**src/rtl/instruct_decoder.sv**
```systemverilog
// instruct_decoder -- RV32I decode stage.
// Splits the instruction word into its register/function fields, builds all
// five immediate formats and derives datapath control. Everything is
// registered, so a decode appears one clock after the instruction.
//
// Ports:
//   clk, rst_n          clock (rising edge) / synchronous active-low reset
//   instruction [31:0]  word to decode, accepted every cycle
//   opcode/rd/funct3/rs1/rs2/funct7   raw fields, extracted for any opcode
//   imm_I/S/B/U/J [31:0]              sign-extended immediates
//   reg_write, mem_read, mem_write, branch, jump, alu_op[3:0]   control
module instruct_decoder (
  input  logic        clk,
  input  logic        rst_n,
  input  logic [31:0] instruction,
  output logic [6:0]  opcode,
  output logic [4:0]  rd,
  output logic [2:0]  funct3,
  output logic [4:0]  rs1,
  output logic [4:0]  rs2,
  output logic [6:0]  funct7,
  output logic [31:0] imm_I,
  output logic [31:0] imm_S,
  output logic [31:0] imm_B,
  output logic [31:0] imm_U,
  output logic [31:0] imm_J,
  output logic        reg_write,
  output logic        mem_read,
  output logic        mem_write,
  output logic [3:0]  alu_op,
  output logic        branch,
  output logic        jump
);

  localparam logic [6:0] OP_R      = 7'b0110011;
  localparam logic [6:0] OP_I      = 7'b0010011;
  localparam logic [6:0] OP_LOAD   = 7'b0000011;
  localparam logic [6:0] OP_STORE  = 7'b0100011;
  localparam logic [6:0] OP_BRANCH = 7'b1100011;
  localparam logic [6:0] OP_JAL    = 7'b1101111;
  localparam logic [6:0] OP_JALR   = 7'b1100111;
  localparam logic [6:0] OP_LUI    = 7'b0110111;
  localparam logic [6:0] OP_AUIPC  = 7'b0010111;

  localparam logic [3:0] ALU_ADD  = 4'b0000;
  localparam logic [3:0] ALU_SUB  = 4'b0001;
  localparam logic [3:0] ALU_SLL  = 4'b0010;
  localparam logic [3:0] ALU_SLT  = 4'b0011;
  localparam logic [3:0] ALU_SLTU = 4'b0100;
  localparam logic [3:0] ALU_XOR  = 4'b0101;
  localparam logic [3:0] ALU_SRL  = 4'b0110;
  localparam logic [3:0] ALU_SRA  = 4'b0111;
  localparam logic [3:0] ALU_OR   = 4'b1000;
  localparam logic [3:0] ALU_AND  = 4'b1001;
  localparam logic [3:0] ALU_PASS = 4'b1010;

  typedef struct packed {
    logic [6:0]  opcode;
    logic [4:0]  rd;
    logic [2:0]  funct3;
    logic [4:0]  rs1;
    logic [4:0]  rs2;
    logic [6:0]  funct7;
    logic [31:0] imm_i;
    logic [31:0] imm_s;
    logic [31:0] imm_b;
    logic [31:0] imm_u;
    logic [31:0] imm_j;
    logic        reg_write;
    logic        mem_read;
    logic        mem_write;
    logic [3:0]  alu_op;
    logic        branch;
    logic        jump;
  } dec_t;

  dec_t       dec_d, dec_q;
  logic [3:0] arith_op;
  logic       alt;   // funct7[5]: selects SUB / SRA

  // Shared R/I funct3 map; `alt` is qualified per opcode by the caller.
  always_comb begin
    arith_op = ALU_ADD;
    case (instruction[14:12])
      3'b000: arith_op = alt ? ALU_SUB : ALU_ADD;
      3'b001: arith_op = ALU_SLL;
      3'b010: arith_op = ALU_SLT;
      3'b011: arith_op = ALU_SLTU;
      3'b100: arith_op = ALU_XOR;
      3'b101: arith_op = alt ? ALU_SRA : ALU_SRL;
      3'b110: arith_op = ALU_OR;
      default: arith_op = ALU_AND;
    endcase
  end

  // For I-ALU only the shift uses funct7; ADDI never becomes SUB.
  assign alt = instruction[30] &
               ((instruction[6:0] == OP_R) | (instruction[14:12] == 3'b101));

  always_comb begin
    dec_d        = '0;
    dec_d.opcode = instruction[6:0];
    dec_d.rd     = instruction[11:7];
    dec_d.funct3 = instruction[14:12];
    dec_d.rs1    = instruction[19:15];
    dec_d.rs2    = instruction[24:20];
    dec_d.funct7 = instruction[31:25];
    dec_d.imm_i  = {{20{instruction[31]}}, instruction[31:20]};
    dec_d.imm_s  = {{20{instruction[31]}}, instruction[31:25], instruction[11:7]};
    dec_d.imm_b  = {{20{instruction[31]}}, instruction[7], instruction[30:25],
                    instruction[11:8], 1'b0};
    dec_d.imm_u  = {instruction[31:12], 12'b0};
    dec_d.imm_j  = {{12{instruction[31]}}, instruction[19:12], instruction[20],
                    instruction[30:21], 1'b0};
    case (instruction[6:0])
      OP_R, OP_I: begin
        dec_d.reg_write = 1'b1;
        dec_d.alu_op    = arith_op;
      end
      OP_LOAD: begin
        dec_d.reg_write = 1'b1;
        dec_d.mem_read  = 1'b1;
      end
      OP_STORE: dec_d.mem_write = 1'b1;
      OP_BRANCH: begin
        dec_d.branch = 1'b1;
        case (instruction[14:13])
          2'b00:   dec_d.alu_op = ALU_SUB;   // BEQ/BNE
          2'b01:   dec_d.alu_op = ALU_ADD;   // reserved
          2'b10:   dec_d.alu_op = ALU_SLT;   // BLT/BGE
          default: dec_d.alu_op = ALU_SLTU;  // BLTU/BGEU
        endcase
      end
      OP_JAL, OP_JALR: begin
        dec_d.reg_write = 1'b1;
        dec_d.jump      = 1'b1;
      end
      OP_LUI: begin
        dec_d.reg_write = 1'b1;
        dec_d.alu_op    = ALU_PASS;
      end
      OP_AUIPC: dec_d.reg_write = 1'b1;
      default: ;
    endcase
  end

  always_ff @(posedge clk) begin
    if (!rst_n) dec_q <= '0;
    else        dec_q <= dec_d;
  end

  assign opcode    = dec_q.opcode;
  assign rd        = dec_q.rd;
  assign funct3    = dec_q.funct3;
  assign rs1       = dec_q.rs1;
  assign rs2       = dec_q.rs2;
  assign funct7    = dec_q.funct7;
  assign imm_I     = dec_q.imm_i;
  assign imm_S     = dec_q.imm_s;
  assign imm_B     = dec_q.imm_b;
  assign imm_U     = dec_q.imm_u;
  assign imm_J     = dec_q.imm_j;
  assign reg_write = dec_q.reg_write;
  assign mem_read  = dec_q.mem_read;
  assign mem_write = dec_q.mem_write;
  assign alu_op    = dec_q.alu_op;
  assign branch    = dec_q.branch;
  assign jump      = dec_q.jump;

endmodule

```
**config.mk**
```make
export PLATFORM = sky130hd
export DESIGN_NAME = instruct_decoder
export DESIGN_NICKNAME = d
export VERILOG_FILES = /design/src/rtl/instruct_decoder.sv
export SDC_FILE = /design/constraint.sdc
export NUM_CORES = 1
export LEC_CHECK = 0
export ABC_AREA = 1
export CORE_UTILIZATION = 28
export CTS_CLUSTER_DIAMETER = 80
export DETAILED_ROUTE_END_ITERATION = 8
export PLACE_DENSITY = 0.77
export SLEW_MARGIN = 25
export SYNTH_ARGS = -nofsm -noshare
export SYNTH_HDL_FRONTEND = slang
export SYNTH_SLANG_ARGS = --single-unit
```
**constraint.sdc**
```tcl
create_clock -name clk -period 2.1 [get_ports clk]
set_input_delay 0.42 -clock clk [delete_from_list [all_inputs] [get_ports clk]]
set_output_delay 0.42 -clock clk [all_outputs]
set_load 0.1 [all_outputs]
```
**Word-level counts from Yosys, hierarchy flattened**

Cells that the tools add are included.
Widths: inputs -> output; s select.

- Equality and inequality tests: 17
- Muxes and demuxes: 10
- Bitwise logic cells: 2
- Reductions and logical operators: 5

Operator list:

| cell | number |
|---|---|
| $pmux 4 s7 | 1 |
| $eq 7x6->1 const B | 3 |
| $eq 7x7->1 const B | 3 |
| $eq 7x5->1 const B | 2 |
| $pmux 4 s3 | 1 |
| $eq 3x3->1 const B | 3 |
| $pmux 3 s3 | 1 |
| $eq 7x2->1 const B | 1 |
| $mux 1 | 7 |
| $reduce_or 7->1 | 1 |
| $eq 3x2->1 const B | 2 |
| $reduce_or 2->1 | 2 |
| $eq 3x1->1 const B | 1 |
| $logic_not 3->1 | 1 |
| $eq 2x1->1 const B | 1 |
| $eq 2x2->1 const B | 1 |
| $logic_not 2->1 | 1 |
| $and 1x1->1 | 1 |
| $or 1x1->1 | 1 |

- Bits in registers: 131
- Input port bits: 34

**Logic depth before layout (Yosys ltp)**

Gate-level depths: netlist of run 1.

- Depth in word-level cells: 6
- Depth in mapped cells: 8
- Depth with buffers taken out: 8

**Worst setup path after synthesis of run 1**

No wires, ideal clock.

- Path type: register to output
- From: register, netlist name funct7[6]
- To: output imm_B[12]
- Arrival time: 2.686 ns
- Required time: 1.680 ns
- Path slack: -1.006 ns
- Cell stages (with the launch flop): 2
- Buffers on the path: 1
- Cell sequence: dfxtp_1 buf_4

RTL lines:

| item | RTL line | RTL |
|---|---|---|
| end: declaration | 24 | `output logic [31:0] imm_B,` |

==> flow_metrics.py, run 1 <==
metrics = {
    "clock_network": {
        "root_buffer": "clkbuf_8",
        "cts_setup_buffers": 0,
        "clkTransAtPathRegs_ns": 0.08,
        "ctsHoldBuffers": 0,
        "clk_path_buf_depth": 2,
        "cts_tree": "done",
        "post_cts_resized": 0,
        "cts_num_sinks": 41,
        "htreeDepth": 2,
        "cts_inserted_buffers": 5,
    },
    "floorplan": {
        "dieHeight_um": 97.60,
        "num_rows": 34,
        "num_io_pins": 235,
        "fp.coreArea_sq_um": 8763,
        "die_area_sq_um": 9525,
        "dieWidth_um": 97.60,
        "initial_core_util_pct": 29.20,
    },
    "route": {
        "route.met2.wl_um": 3318,
        "wl_met3_um": 566,
        "wl_per_cell_um": 12.08,
        "viasPerCell": 3.829,
        "drt-met1-wl_um": 2307,
        "first_pass_iters": 4,
        "drt-total-wl_um": 6269,
        "drt-initial-drc-count": 46,
        "vias": 1987,
        "top_layer": "met4",
        "ant_nets": 0,
        "drc": 0,
    },
    "worst_setup_path": {
        "cp_max_fo": 49,
        "worstSetupEndpointType": "primary output",
        "path_class": "reg2out",
        "required_ns": 1.68,
        "startpoint_type": "register",
        "crit_arrival_ns": 1.42,
    },
    "synth": {
        "synth_area_sq_um": 2559,
        "synth_top_area_share_pct": 47.24,
        "ys_seq_elements": 41,
        "ys_async_sr_fraction_pct": 0,
        "synth.most_common_cell": "buf_4",
        "post_synth.cell_area_avg_sq_um": 7.754,
        "synth-compound-area-share_pct": 1.320,
        "synth.area.mux_share_pct": 0,
        "synthFlopType": "dfxtp_1",
        "synth_area_leaders": "buf_4, dfxtp_1, nand2_1, inv_1, nand3_1",
        "synth_commonest_cells": "buf_4, nand2_1, inv_1, dfxtp_1",
        "ys_seq_area_share_pct": 32.08,
        "synthXorXnorAreaFrac_pct": 0,
        "synthAdderAreaFrac_pct": 0,
        "synth_top_family_by_area": "buffers and inverters",
        "synth_area_leader_cell": "buf_4",
        "synth_edf_count": 0,
        "yosysWarnings": 0,
        "synthCells": 330,
        "synthDistinctLibCells": 18,
        "synth-simple-area-share_pct": 12.32,
    },
    "sta": {
        "setup_viol_count_final": 0,
        "tns_ns": 0,
        "min_period_ns": 1.841,
        "fmax_mhz": 543.2,
        "finalMaxSlewViolations": 0,
        "rsz0062_at_grt": "no",
        "hold_violations": 0,
        "finalCritPeriodShare_pct": 87.66,
        "worst_slack_ns": 0.2591,
    },
    "pwr": {
        "cellLeakagePower_nw": 2.305,
        "ir_worst_vdd_mv": 0.4144,
        "pwr_density_cell_nw_per_um2": 825.2,
    },
    "layout": {
        "antenna_cells": 0,
        "fin_util_pct": 50.01,
        "drive_above_1_share_pct": 49.88,
        "final_area_sq_um": 4383,
        "layoutNonFillerInstCount": 519,
        "finalNetCount": 444,
        "area.growth.synth_to_final_pct": 71.30,
    },
    "placement": {
        "dp_hpwl_um": 5229,
        "place_congestion": 0.9090,
        "dp_slack_ns": 0.3654,
        "dpl_cell_area_sq_um": 4267,
        "port_buffers": 220,
        "dpl.cell_count": 511,
    },
    "grt": {
        "grt_pass1_wl_um": 9535,
        "grt-ovfl-total": 0,
        "grt_max_degree": 50,
        "antenna_found_initial": 0,
        "grt_pass1_vias": 1755,
        "grt_usage_pct": 12.28,
    },
    "run_status": {
        "outcome": "complete, no violations",
    },
    "job": {
        "cap_violations": 0,
    },
    "min_path": {
        "hold_class": "in2reg",
    },
}
per-layer routing:
layer	up-vias	GRT usage (%)
met3	7	3.094
met4	0	3.394
met1	885	13.78
met2	142	22.75
li1	953	-
met5	-	0
state kept, by name (all words and copies together), names as in the netlist, 2 cells and up:
register,cells
rd,4
imm_U,2
opcode,7
rs1,4
funct3,2
alu_op,4
rs2,4
funct7,7
critical path: stages, from the launching register on:
cell and delay [ns]:
dfxtp_4 0.38, buf_12 0.46, buf_12 0.25
path summary, 6_finish.rpt:
check	startpoint	end	depth (start not counted)
min	instruction[16]	rs1[1]	3
max	funct7[6]	imm_I[26]	2
layout make-up:
class	instances	area, sq um
Tap cell	108	135.1
Fill cell	752	4380
Clock buffer	7	86.33
Sequential cell	41	824.5
Timing Repair Buffer	224	2740
Multi-Input combinational cell	94	401.6
Inverter	44	165.2
Clock inverter	1	30.03
power breakdown:
| group | switching [mW] | internal [mW] |
|---|---|---|
| Clock | 0.263 | 0.388 |
| Combinational | 1.64 | 0.489 |
| Sequential | 0.0308 | 0.811 |
| Total | 1.93 | 1.69 |
per-stage QoR:
step | hold WS [ns] | total power [mW]
floorplan | 0.4978 | 2.595
global placement | 0.9214 | 2.980
detailed placement | 0.9182 | 2.992
CTS | 0.6347 | 3.646
global route | 0.6541 | 3.715
finish | 0.6435 | 3.617
cells by family (layout without fill, tap and decap cells):
group                  count (synthesis)  count (layout)
buffers and inverters                208             276
and+or+nand+nor                       74              74
DFF                                   41              41
AOI/OAI and AO/OA                      6               6
other                                  1              14
cells in the final DEF, fill, tap and decap left out, types with 6 or more instances in the layout:
cell and n:
conb_1 14, nor2_1 10, clkdlybuf4s50_1 33, dfxtp_1 40
clkbuf_8 6, inv_1 42, nand2_1 46, buf_4 113
buf_12 78, nand3_1 10
(Power assumes the default switching activity.)
==> run 2, diff against run 1 <==
--- a/config.mk
+++ b/config.mk
@@ -6,10 +6,11 @@
 export NUM_CORES = 1
 export LEC_CHECK = 0
 export ABC_AREA = 1
-export CORE_UTILIZATION = 28
+export CORE_UTILIZATION = 29
+export CTS_BUF_LIST = sky130_fd_sc_hd__clkbuf_8
 export CTS_CLUSTER_DIAMETER = 80
 export DETAILED_ROUTE_END_ITERATION = 8
-export PLACE_DENSITY = 0.77
+export PLACE_DENSITY = 0.8
 export SLEW_MARGIN = 25
 export SYNTH_ARGS = -nofsm -noshare
 export SYNTH_HDL_FRONTEND = slang
==> run 2 against run 1 <==
Global-route usage rose by 0.44 points; flip-flop and latch count did not move; first-iteration DRC count fell by 41%; sequential power barely moved; critical path depth did not move; critical endpoint is now imm_S[16]; largest cell class unchanged; highest routed layer unchanged.
==> flow_metrics.py, run 2 (synthesis gave the netlist of run 1 again) <==
metrics = {
    "layout": {
        "final_cell_mix": "buf_4, buf_12, nand2_1",
        "final_common_cell": "buf_4",
        "area.growth.synth_to_final_pct": 71.15,
        "finalNetCount": 444,
        "final_area_sq_um": 4379,
        "fin_util_pct": 52.25,
        "antenna_cells": 0,
        "drive_above_1_share_pct": 49.88,
    },
    "route": {
        "viasPerCell": 3.837,
        "drt-initial-drc-count": 27,
        "ant_nets": 0,
        "drc": 0,
        "first_pass_iters": 4,
        "wl_per_cell_um": 12.53,
        "vias": 1980,
        "drt-total-wl_um": 6468,
    },
    "placement": {
        "port_buffers": 220,
        "place_congestion": 0.8989,
        "dp_slack_ns": 0.3724,
        "dp_hpwl_um": 5553,
        "dpl_cell_area_sq_um": 4263,
    },
    "clock_network": {
        "clkTransAtPathRegs_ns": 0.08,
        "cts_setup_buffers": 0,
        "ctsHoldBuffers": 0,
        "cts_inserted_buffers": 5,
        "cts_tree": "done",
        "htreeDepth": 2,
        "post_cts_resized": 0,
        "clk_path_buf_depth": 2,
        "root_buffer": "clkbuf_8",
        "cts_num_sinks": 41,
    },
    "run_status": {
        "outcome": "complete, no violations",
    },
    "min_path": {
        "worstHoldStart": "instruction[16]",
        "hold_path_end": "rs1[1]",
        "hold_class": "in2reg",
        "holdPathStages": 3,
    },
    "sta": {
        "hold_violations": 0,
        "tns_ns": 0,
        "setup_viol_count_final": 0,
        "finalMaxSlewViolations": 0,
        "min_period_ns": 1.841,
        "finalCritPeriodShare_pct": 87.66,
        "fmax_mhz": 543.2,
        "rsz0062_at_grt": "no",
        "worst_slack_ns": 0.2591,
    },
    "worst_setup_path": {
        "startpoint": "funct7[6]",
        "startpoint_type": "register",
        "worstSetupEndpointType": "primary output",
        "path_class": "reg2out",
        "required_ns": 1.68,
        "cp_max_fo": 51,
        "crit_arrival_ns": 1.42,
    },
    "grt": {
        "antenna_found_initial": 0,
        "grt_pass1_vias": 1716,
        "grt-ovfl-total": 0,
        "grt_pass1_wl_um": 8942,
        "grt_usage_pct": 12.72,
        "grt_max_degree": 52,
    },
    "pwr": {
        "cellLeakagePower_nw": 2.310,
        "ir_worst_vdd_mv": 0.3716,
        "pwr_density_cell_nw_per_um2": 822.8,
    },
    "floorplan": {
        "fp.coreArea_sq_um": 8382,
        "num_rows": 33,
        "die_area_sq_um": 9203,
        "dieWidth_um": 95.93,
        "dieHeight_um": 95.93,
        "num_io_pins": 235,
        "initial_core_util_pct": 30.53,
    },
    "job": {
        "cap_violations": 0,
    },
}
## run 2: worst max-delay path by stage
stage | endpoint | depth (start not counted)
after floorplan | imm_B[10] | 1
after global placement | branch | 3
after detailed placement | alu_op[1] | 8
after CTS | imm_S[19] | 2
after global routing | imm_I[13] | 2
final | imm_S[16] | 2
## run 2: critical path, cell delays in order, from the launching register on
cell and delay (ns):
dfxtp_4 0.38, buf_12 0.47, buf_12 0.25
## run 2: metal layers
metal | routed length, um | track usage (%) | part of all wire (%)
met5 | 0 | 0 | 0
met4 | 38 | 2.612 | 0.59
met3 | 578 | 3.555 | 8.9
met2 | 3603 | 24.88 | 56
met1 | 2248 | 13.40 | 35
## run 2: power by group
group          switching (mW)  total [mW]  internal, mW
logic                    1.64        2.12         0.489
clock network           0.254       0.637         0.383
registers              0.0312       0.842         0.811
total                    1.92        3.60          1.68
## run 2: area by class of cell
| type | instances | area [sq um] |
|---|---|---|
| fill | 732 | 4003 |
| clock buffer | 6 | 82.58 |
| multi-input combinational | 94 | 401.6 |
| tap | 105 | 131.4 |
| timing repair buffer | 224 | 2740 |
| inverter | 44 | 165.2 |
| clock inverter | 2 | 33.78 |
| sequential | 41 | 824.5 |
## run 2: stage by stage
stage	hold slack, ns	total power, mW	std cells
final	0.6556	3.603	516
after global routing	0.6610	3.715	516
after CTS	0.6396	3.646	516
after detailed placement	0.9184	2.994	508
after global placement	0.9225	2.982	508
after floorplan	0.4978	2.595	343
==> run 3, diff against run 2 <==
--- a/config.mk
+++ b/config.mk
@@ -11,6 +11,8 @@
 export CTS_CLUSTER_DIAMETER = 80
 export DETAILED_ROUTE_END_ITERATION = 8
 export PLACE_DENSITY = 0.8
+export REMOVE_ABC_BUFFERS = 1
+export SETUP_SLACK_MARGIN = 0.15
 export SLEW_MARGIN = 25
 export SYNTH_ARGS = -nofsm -noshare
 export SYNTH_HDL_FRONTEND = slang
==> run 3 against run 2 <==
Cell count increased by 0.58%; die area unchanged; power decreased by 0.17%; core utilization decreased by 0.96 points; global-route usage increased by 1.7 points; count of clock-buffer cells in the layout unchanged; worst setup slack improved by 0.027 ns; first-iteration DRC count increased by 48%.
==> flow_metrics.py, run 3 (synthesis gave the netlist of run 1 again) <==
metrics = {
    "sta": {
        "setup_viol_count_final": 0,
        "fmax_mhz": 551.2,
        "finalCritPeriodShare_pct": 86.39,
        "finalMaxSlewViolations": 0,
        "hold_violations": 0,
        "whs_ns": 0.6555,
        "rsz0062_at_grt": "no",
        "min_period_ns": 1.814,
    },
    "grt": {
        "grt_pass1_vias": 1746,
        "grt-ovfl-total": 0,
        "grt_pass1_wl_um": 9839,
        "antenna_found_initial": 0,
        "grt_usage_pct": 14.45,
        "grt_max_degree": 30,
    },
    "floorplan": {
        "dieHeight_um": 95.93,
        "initial_core_util_pct": 30.53,
        "fp.coreArea_sq_um": 8382,
        "dieWidth_um": 95.93,
        "num_rows": 33,
        "die_area_sq_um": 9203,
        "num_io_pins": 235,
    },
    "clock_network": {
        "cts_setup_buffers": 0,
        "post_cts_resized": 0,
        "ctsHoldBuffers": 0,
        "root_buffer": "clkbuf_8",
        "clkTransAtPathRegs_ns": 0.08,
        "htreeDepth": 2,
        "clk_path_buf_depth": 2,
        "cts_inserted_buffers": 5,
        "cts_tree": "done",
        "cts_num_sinks": 41,
    },
    "pwr": {
        "ir_worst_vdd_mv": 0.3310,
        "p_comb_share_pct": 58.5,
        "clock_power_share_pct": 17.9,
        "p_sw_share_pct": 53.65,
        "cellLeakagePower_nw": 2.296,
        "p_sw_mw": 1.930,
        "intPower_mw": 1.667,
        "pwr_density_cell_nw_per_um2": 836.7,
        "power_frac_seq_pct": 23.6,
        "power_mw": 3.597,
    },
    "min_path": {
        "hold_class": "in2reg",
    },
    "layout": {
        "antenna_cells": 0,
        "finalNetCount": 447,
        "final_common_cell": "buf_4",
        "final_cell_mix": "buf_4, buf_12, nand2_1",
        "drive_above_1_share_pct": 50.24,
        "area.growth.synth_to_final_pct": 68.02,
    },
    "worst_setup_path": {
        "crit_arrival_ns": 1.39,
        "crit_top_cell": "buf_12",
        "slowest_delay_ns": 0.50,
        "startpoint_type": "register",
        "worstSetupEndpointType": "primary output",
        "slowest_stage": "dfxtp_2",
        "required_ns": 1.68,
        "path_class": "reg2out",
        "cp_max_fo": 29,
        "path_cells": "buf_12 > buf_12",
    },
    "route": {
        "ant_nets": 0,
        "drt-total-wl_um": 7094,
        "first_pass_iters": 4,
        "viasPerCell": 3.817,
        "vias": 1981,
        "drc": 0,
        "drt-initial-drc-count": 40,
        "wl_per_cell_um": 13.67,
    },
    "placement": {
        "dp_hpwl_um": 6267,
        "place_congestion": 0.8222,
        "port_buffers": 220,
    },
    "job": {
        "cap_violations": 0,
    },
    "run_status": {
        "outcome": "complete, no violations",
    },
}
[run 3: path summary, 6_finish.rpt]
kind | startpoint | endpoint | slack, ns | depth (start not counted)
worst min-delay path | instruction[16] | rs1[1] | 0.66 | 3
worst max-delay path | funct7[6] | imm_B[14] | 0.29 | 2
[run 3: power by group through the flow]
stage	registers [mW]	clock network, mW	logic, mW
CTS	0.851	0.662	2.11
finish	0.849	0.642	2.11
detailed placement	0.870	0	2.11
global route	0.856	0.701	2.15
floorplan	1.85	0	0.151
global placement	0.868	0	2.10
[run 3: layout make-up]
type | count | area, sq um
well taps | 105 | 131.4
clock inverters | 2 | 33.78
fillers | 736 | 4083
flip-flops and latches | 41 | 822.0
clock buffers | 6 | 82.58
multi-input cells | 94 | 401.6
inverters | 44 | 165.2
repair buffers | 227 | 2663
[run 3: through the flow]
step	area (sq um)	setup TNS [ns]	std cells	util, %	worst slack (ns)
after floorplan	1388	-3744.97	179	-	-47.54
after global placement	4183	0	511	49.90	0.3424
after detailed placement	4183	0	511	49.90	0.3245
after CTS	4299	0	519	51.29	0.2665
after global routing	4299	0	519	51.29	0.2305
final	4299	0	519	51.29	0.2859
[run 3: layer usage]
| metal | up-vias | track usage (%) | wire length (um) |
|---|---|---|---|
| met5 | - | 0 | 0 |
| met4 | 0 | 3.856 | 68 |
| met3 | 7 | 2.765 | 489 |
| met2 | 106 | 29.88 | 4262 |
| met1 | 908 | 14.36 | 2274 |
| li1 | 960 | - | - |
[run 3: critical path: cells and delay by family (launching register included)]
kind     cells  cell delay (ns)
buf+inv      2             0.58
flops        1             0.50
